File: src/rtl/tick_divider_pkg.sv
// Shared constants and types for the multi-channel tick divider.
package tick_divider_pkg;

  localparam int DEFAULT_DIV_C = 10;
  localparam int MAX_NCH_C     = 16;
  localparam int DIV_W_C       = 16;

  typedef logic [DIV_W_C-1:0] div_t;

  // div_sel needs at least one bit even for a single channel
  function automatic int sel_width(input int nch);
    return (nch > 1) ? $clog2(nch) : 1;
  endfunction

endpackage

File: src/rtl/tick_channel.sv
// One divider channel: programmable terminal count, tick pulse and square wave,
// with divisor changes deferred to the next wrap while running.
module tick_channel #(
  parameter int WIDTH       = 16,
  parameter int DEFAULT_DIV = 10
) (
  input  logic             clk,
  input  logic             rst_n,
  input  logic             en,
  input  logic             sync,
  input  logic             wr,
  input  logic [WIDTH-1:0] val,
  output logic             tick,
  output logic             sq
);

  localparam logic [WIDTH-1:0] DEF_DIV_C = WIDTH'(DEFAULT_DIV);

  logic [WIDTH-1:0] cnt_q, cnt_d;
  logic [WIDTH-1:0] div_act_q, div_act_d;
  logic [WIDTH-1:0] div_pend_q, div_pend_d;
  logic             pend_q, pend_d;
  logic             tick_q, tick_d;
  logic             sq_q, sq_d;
  logic             wrap;

  // >= rather than == so a count left above a lowered divisor still wraps
  assign wrap = (cnt_q >= div_act_q);

  always_comb begin
    cnt_d      = cnt_q;
    div_act_d  = div_act_q;
    div_pend_d = div_pend_q;
    pend_d     = pend_q;
    tick_d     = 1'b0;
    sq_d       = sq_q;

    if (sync) begin
      cnt_d = '0;
      sq_d  = 1'b0;
      if (wr) begin
        div_act_d = val;
        pend_d    = 1'b0;
      end else if (pend_q) begin
        div_act_d = div_pend_q;
        pend_d    = 1'b0;
      end
    end else if (en) begin
      if (wrap) begin
        cnt_d  = '0;
        tick_d = 1'b1;
        sq_d   = ~sq_q;
        if (pend_q) begin
          div_act_d = div_pend_q;
          pend_d    = 1'b0;
        end
      end else begin
        cnt_d = cnt_q + WIDTH'(1);
      end
      // a write landing on the wrap cycle waits for the following wrap
      if (wr) begin
        div_pend_d = val;
        pend_d     = 1'b1;
      end
    end else if (wr) begin
      div_act_d = val;
      cnt_d     = '0;
      pend_d    = 1'b0;
    end
  end

  always_ff @(posedge clk or negedge rst_n) begin
    if (!rst_n) begin
      cnt_q      <= '0;
      div_act_q  <= DEF_DIV_C;
      div_pend_q <= '0;
      pend_q     <= 1'b0;
      tick_q     <= 1'b0;
      sq_q       <= 1'b0;
    end else begin
      cnt_q      <= cnt_d;
      div_act_q  <= div_act_d;
      div_pend_q <= div_pend_d;
      pend_q     <= pend_d;
      tick_q     <= tick_d;
      sq_q       <= sq_d;
    end
  end

  assign tick = tick_q;
  assign sq   = sq_q;

endmodule

File: src/rtl/tick_divider.sv
// Multi-channel tick generator: decodes divisor writes to NCH tick_channel
// instances that share one clock, reset and sync.
module tick_divider
  import tick_divider_pkg::*;
#(
  parameter  int NCH         = 4,
  parameter  int WIDTH       = 16,
  parameter  int DEFAULT_DIV = DEFAULT_DIV_C,
  localparam int SELW        = sel_width(NCH)
) (
  input  logic             clk,
  input  logic             rst_n,
  input  logic [NCH-1:0]   en,
  input  logic             sync,
  input  logic             div_wr,
  input  logic [SELW-1:0]  div_sel,
  input  logic [WIDTH-1:0] div_val,
  output logic [NCH-1:0]   tick,
  output logic [NCH-1:0]   sq
);

  logic [NCH-1:0] wr_ch;

  // selects at or beyond NCH match no channel and are dropped
  for (genvar i = 0; i < NCH; i++) begin : g_ch
    assign wr_ch[i] = div_wr && (div_sel == SELW'(i));

    tick_channel #(
      .WIDTH       (WIDTH),
      .DEFAULT_DIV (DEFAULT_DIV)
    ) u_ch (
      .clk  (clk),
      .rst_n(rst_n),
      .en   (en[i]),
      .sync (sync),
      .wr   (wr_ch[i]),
      .val  (div_val),
      .tick (tick[i]),
      .sq   (sq[i])
    );
  end

endmodule

File: config.mk
export PLATFORM = sky130hd
export DESIGN_NAME = tick_divider
export DESIGN_NICKNAME = d
export VERILOG_FILES = /design/src/rtl/tick_divider_pkg.sv /design/src/rtl/tick_channel.sv /design/src/rtl/tick_divider.sv
export SDC_FILE = /design/constraint.sdc
export NUM_CORES = 1
export LEC_CHECK = 0
export CAP_MARGIN = 20
export CORE_UTILIZATION = 58
export CTS_BUF_LIST = sky130_fd_sc_hd__clkbuf_4
export DETAILED_ROUTE_END_ITERATION = 16
export GPL_ROUTABILITY_DRIVEN = 0
export GPL_TIMING_DRIVEN = 0
export MAX_ROUTING_LAYER = met4
export PLACE_DENSITY = 0.79
export SLEW_MARGIN = 20
export SYNTH_ARGS = -nofsm -noshare
export SYNTH_HDL_FRONTEND = slang
export SYNTH_HIERARCHICAL = 1
export SYNTH_SLANG_ARGS = --single-unit
File: constraint.sdc
create_clock -name clk -period 2.7 [get_ports clk]
set_input_delay 0.81 -clock clk [delete_from_list [all_inputs] [get_ports clk]]
set_output_delay 0.81 -clock clk [all_outputs]
set_load 0.05 [all_outputs]
==> metrics.yaml <==
clock_network:
  cts_hold_repair.buffers: 0
  cts_tree: "built"
  insertion_delay_ns: 0.68
  cts-root-buf: "clkbuf_4"
  cts_sinks: 204
  htreeDepth: 2
  clkTransAtPathRegs_ns: 0.07
  clk_path_buf_depth: 3
  cts_buffers: 54
pwr:
  powerDensity_nw_per_um2: 629.4
  switchingPower_w: 0.002198
  power.total_w: 0.007989
  p_int_w: 0.005791
  power_frac_comb_pct: 17.2
  ir_worst_vdd_mv: 0.4344
  p_sw_share_pct: 27.51
  p_leak_nw: 5.870
  pwr-share-clk_pct: 34.5
  p_seq_share_pct: 48.3
routing:
  wire_per_inst_um: 17.15
  drc: 4
  wl_um: 23630
  via_count: 7751
  drtIter0Drc: 427
  firstDrtPassIters: 11
  vias_per_cell: 5.625
  ant_nets: 0
floorplan:
  die_h_um: 138.1
  initial_core_util_pct: 59.40
  coreArea_um2: 18090
  io-pin-count: 34
  num_rows: 49
  fp.dieW_um: 138.1
  die_area_um2: 19070
synth:
  synth_seq_cells: 204
  syn_nets: 1066
  netlist_instances: 972
  avgSynthCellArea_um2: 11.05
  synth.top_cells.by_area: "dfrtp_1 (46%), ha_1 (7.9%), mux2_2 (6.7%), o221a_2 (6.7%), or2_2 (3.7%)"
  yosysWarnings: 6
  synthArstFlopShare_pct: 100.0
  synth_top_area_share_pct: 45.66
  synth_largest_area_cell: "dfrtp_1"
  netlist_area_um2: 10740
  synth_enable_flop_cells: 0
  synth_most_common_cell: "dfrtp_1"
  yosysSeqAreaShare_pct: 47.61
  synth_commonest_cells: "dfrtp_1 (196), nor2_1 (96), inv_1 (72)"
  synth_ff_type: "dfrtp_1"
  ys_types: 40
global_routing:
  grt_overflow: 0
  antenna_found_initial: 1
  grt_max_degree: 104
  grt_first_pass_wirelength_um: 38130
  grt_pass1_vias: 7754
  globalRouteTotalUtil_pct: 25.71
finish:
  stdcell_area_um2: 12690
  synthToLayoutAreaGrowth_pct: 18.15
  fillers: 1262
  drive_above_1_share_pct: 33.36
  nNetsFinal: 1199
worst_setup_path:
  reg2reg_to: "g_ch[0].u_ch/div_act_q[11]"
  crit_type: "reg -> reg"
  path_max_fanout: 5
  worst-r2r-cell-count: 8
  cp.required_ns: 3.29
  crit_chain: "ha_1 -> nand4_1 -> or3_4 -> or4_4 -> a31oi_4 -> o2bb2ai_4 -> clkbuf_16 -> o221a_2"
  cp-end-kind: "flip-flop"
  cp-start-kind: "flip-flop"
  r2r_slack_ns: 0.06
  slowest_stage: "or4_4"
  r2r-start: "g_ch[0].u_ch/cnt_q[13]"
  arrival_ns: 3.23
  slowest_delay_ns: 0.47
place:
  place_ws_ns: -0.5154
  place_area_um2: 11410
  dpl.hpwl_um: 15630
  portBuffers: 32
min_path:
  min_path_type: "in -> async"
timing:
  worst_slack_ns: 0.06206
  fin_hold_ws_ns: 0.05126
  worst_slew_pin_slew_ns: 0.7076
  final.min_clock_period_ns: 2.638
  hold_violations: 0
  period_share_pct: 97.70
  slew_violations: 0
  fmax_mhz: 379.1
  fin_worst_skew_ns: 0.03380
  setup_violations: 0
  slew_headroom_pct: 52.39
  finalSetupTns_ns: 0
run:
  drv_cap: 0
run_status:
  violations: "DRC"
  outcome: "finished, violations left"
final cells by class:
| cell class | instances | area, µm² | share of cell area [%] |
|---|---|---|---|
| antenna | 1 | 2.502 | 0.01972 |
| tap | 229 | 286.5 | 2.257 |
| clock inverter | 18 | 95.09 | 0.7492 |
| sequential | 204 | 5115 | 40.30 |
| inverter | 72 | 270.3 | 2.129 |
| buffer | 28 | 214.0 | 1.686 |
| multi-input combinational | 668 | 5331 | 42.01 |
| clock buffer | 81 | 608.1 | 4.791 |
| timing repair buffer | 77 | 769.5 | 6.063 |
cells by family (layout without fill, tap and decap cells):
group	after synthesis	in the layout	synth area share, %
DFF	204	204	47.61
xor gates and xnor gates	60	60	4.892
AOI/OAI and AO/OA	128	128	11.93
muxes	64	64	6.709
and+or+nand+nor	348	348	16.84
buffers and inverters	100	276	4.100
adders and majority gates	68	68	7.920
other	0	1	0
per-stage QoR:
| step | util, % | instances |
|---|---|---|
| 2_1_floorplan | - | 972 |
| 3_3_place_gp | 62.75 | 1233 |
| 3_5_place_dp | 63.09 | 1235 |
| 4_1_cts | 68.51 | 1353 |
| 5_1_grt | 70.18 | 1378 |
| 6_report | 70.18 | 1378 |
how the worst max path moves through the flow:
stage	cells past startpoint	from	to	slack, ns
after floorplan	8	g_ch[0].u_ch/cnt_q[13]	g_ch[0].u_ch/div_act_q[10]	0.17
after global placement	1	rst_n	g_ch[3].u_ch/cnt_q[0]	-7.71
after detailed placement	6	div_wr	g_ch[0].u_ch/div_pend_q[11]	-0.52
after CTS	8	g_ch[3].u_ch/cnt_q[13]	g_ch[3].u_ch/cnt_q[14]	-0.004
after global routing	9	g_ch[3].u_ch/div_act_q[14]	g_ch[3].u_ch/div_act_q[7]	-0.02
final	8	g_ch[0].u_ch/cnt_q[13]	g_ch[0].u_ch/div_act_q[11]	0.06
power by group through the flow:
stage / registers (W) / logic (W) / clock network [W]
6_report: 0.00386 / 0.00137 / 0.00276
5_1_grt: 0.00391 / 0.00153 / 0.00300
4_1_cts: 0.00385 / 0.00133 / 0.00284
3_5_place_dp: 0.00391 / 0.00129 / 0
3_3_place_gp: 0.00389 / 0.00122 / 0
2_1_floorplan: 0.00380 / 0.000962 / 0
worst max-delay path, delay by kind of cell, from the launching register on:
family                     cells  cell delay, ns
AOI/OAI and AO/OA              3            0.63
buffers and inverters          1            0.20
adders and majority gates      1            0.31
and+or+nand+nor                3            1.01
DFF                            1            0.41
metal layers:
metal  up-vias  track usage, %  share of wire (%)
met1      3795           32.96                 45
met5         -               -                  0
met3        48           4.745                4.6
met2       155           41.30                 48
met4         0           8.693                2.5
li1       3753               -                  -
flip-flops by register name (all words and copies together) (netlist names):
signal / cells
g_ch.u_ch/sq: 4
g_ch.u_ch/div_act_q: 64
g_ch.u_ch/cnt_q: 64
g_ch.u_ch/tick: 4
g_ch.u_ch/pend_q: 4
g_ch.u_ch/div_pend_q: 64
timing repair:
item	4_1_cts	5_1_grt
setup buffers	18	20
endpoints found under the hold margin	0	0
pin swaps	18	21
setup endpoints to repair	81	100
cloned	1	4
gates resized for setup	27	10
placed cells by master, fill, tap and decap left out, types with 6 or more instances in the layout:
cell	netlist	final
dfrtp_1	196	196
nor2_1	96	96
clkbuf_4	0	81
inv_1	72	72
nand2_1	68	68
ha_1	68	65
or2_2	64	64
o221a_2	64	64
mux2_2	64	64
buf_4	4	38
xor2_1	36	36
clkdlybuf4s50_1	0	28
a21oi_1	24	24
nand4_1	24	24
xnor2_1	24	24
nand3_1	16	16
clkbuf_1	16	16
clkinv_1	0	14
nor3_1	12	12
nand2b_1	12	12
and3_1	12	12
o21ai_0	8	8
and4_1	8	8
dfstp_2	8	8
buf_6	0	7
buf_8	4	6
No activity file was read; power rests on OpenSTA's default activity.
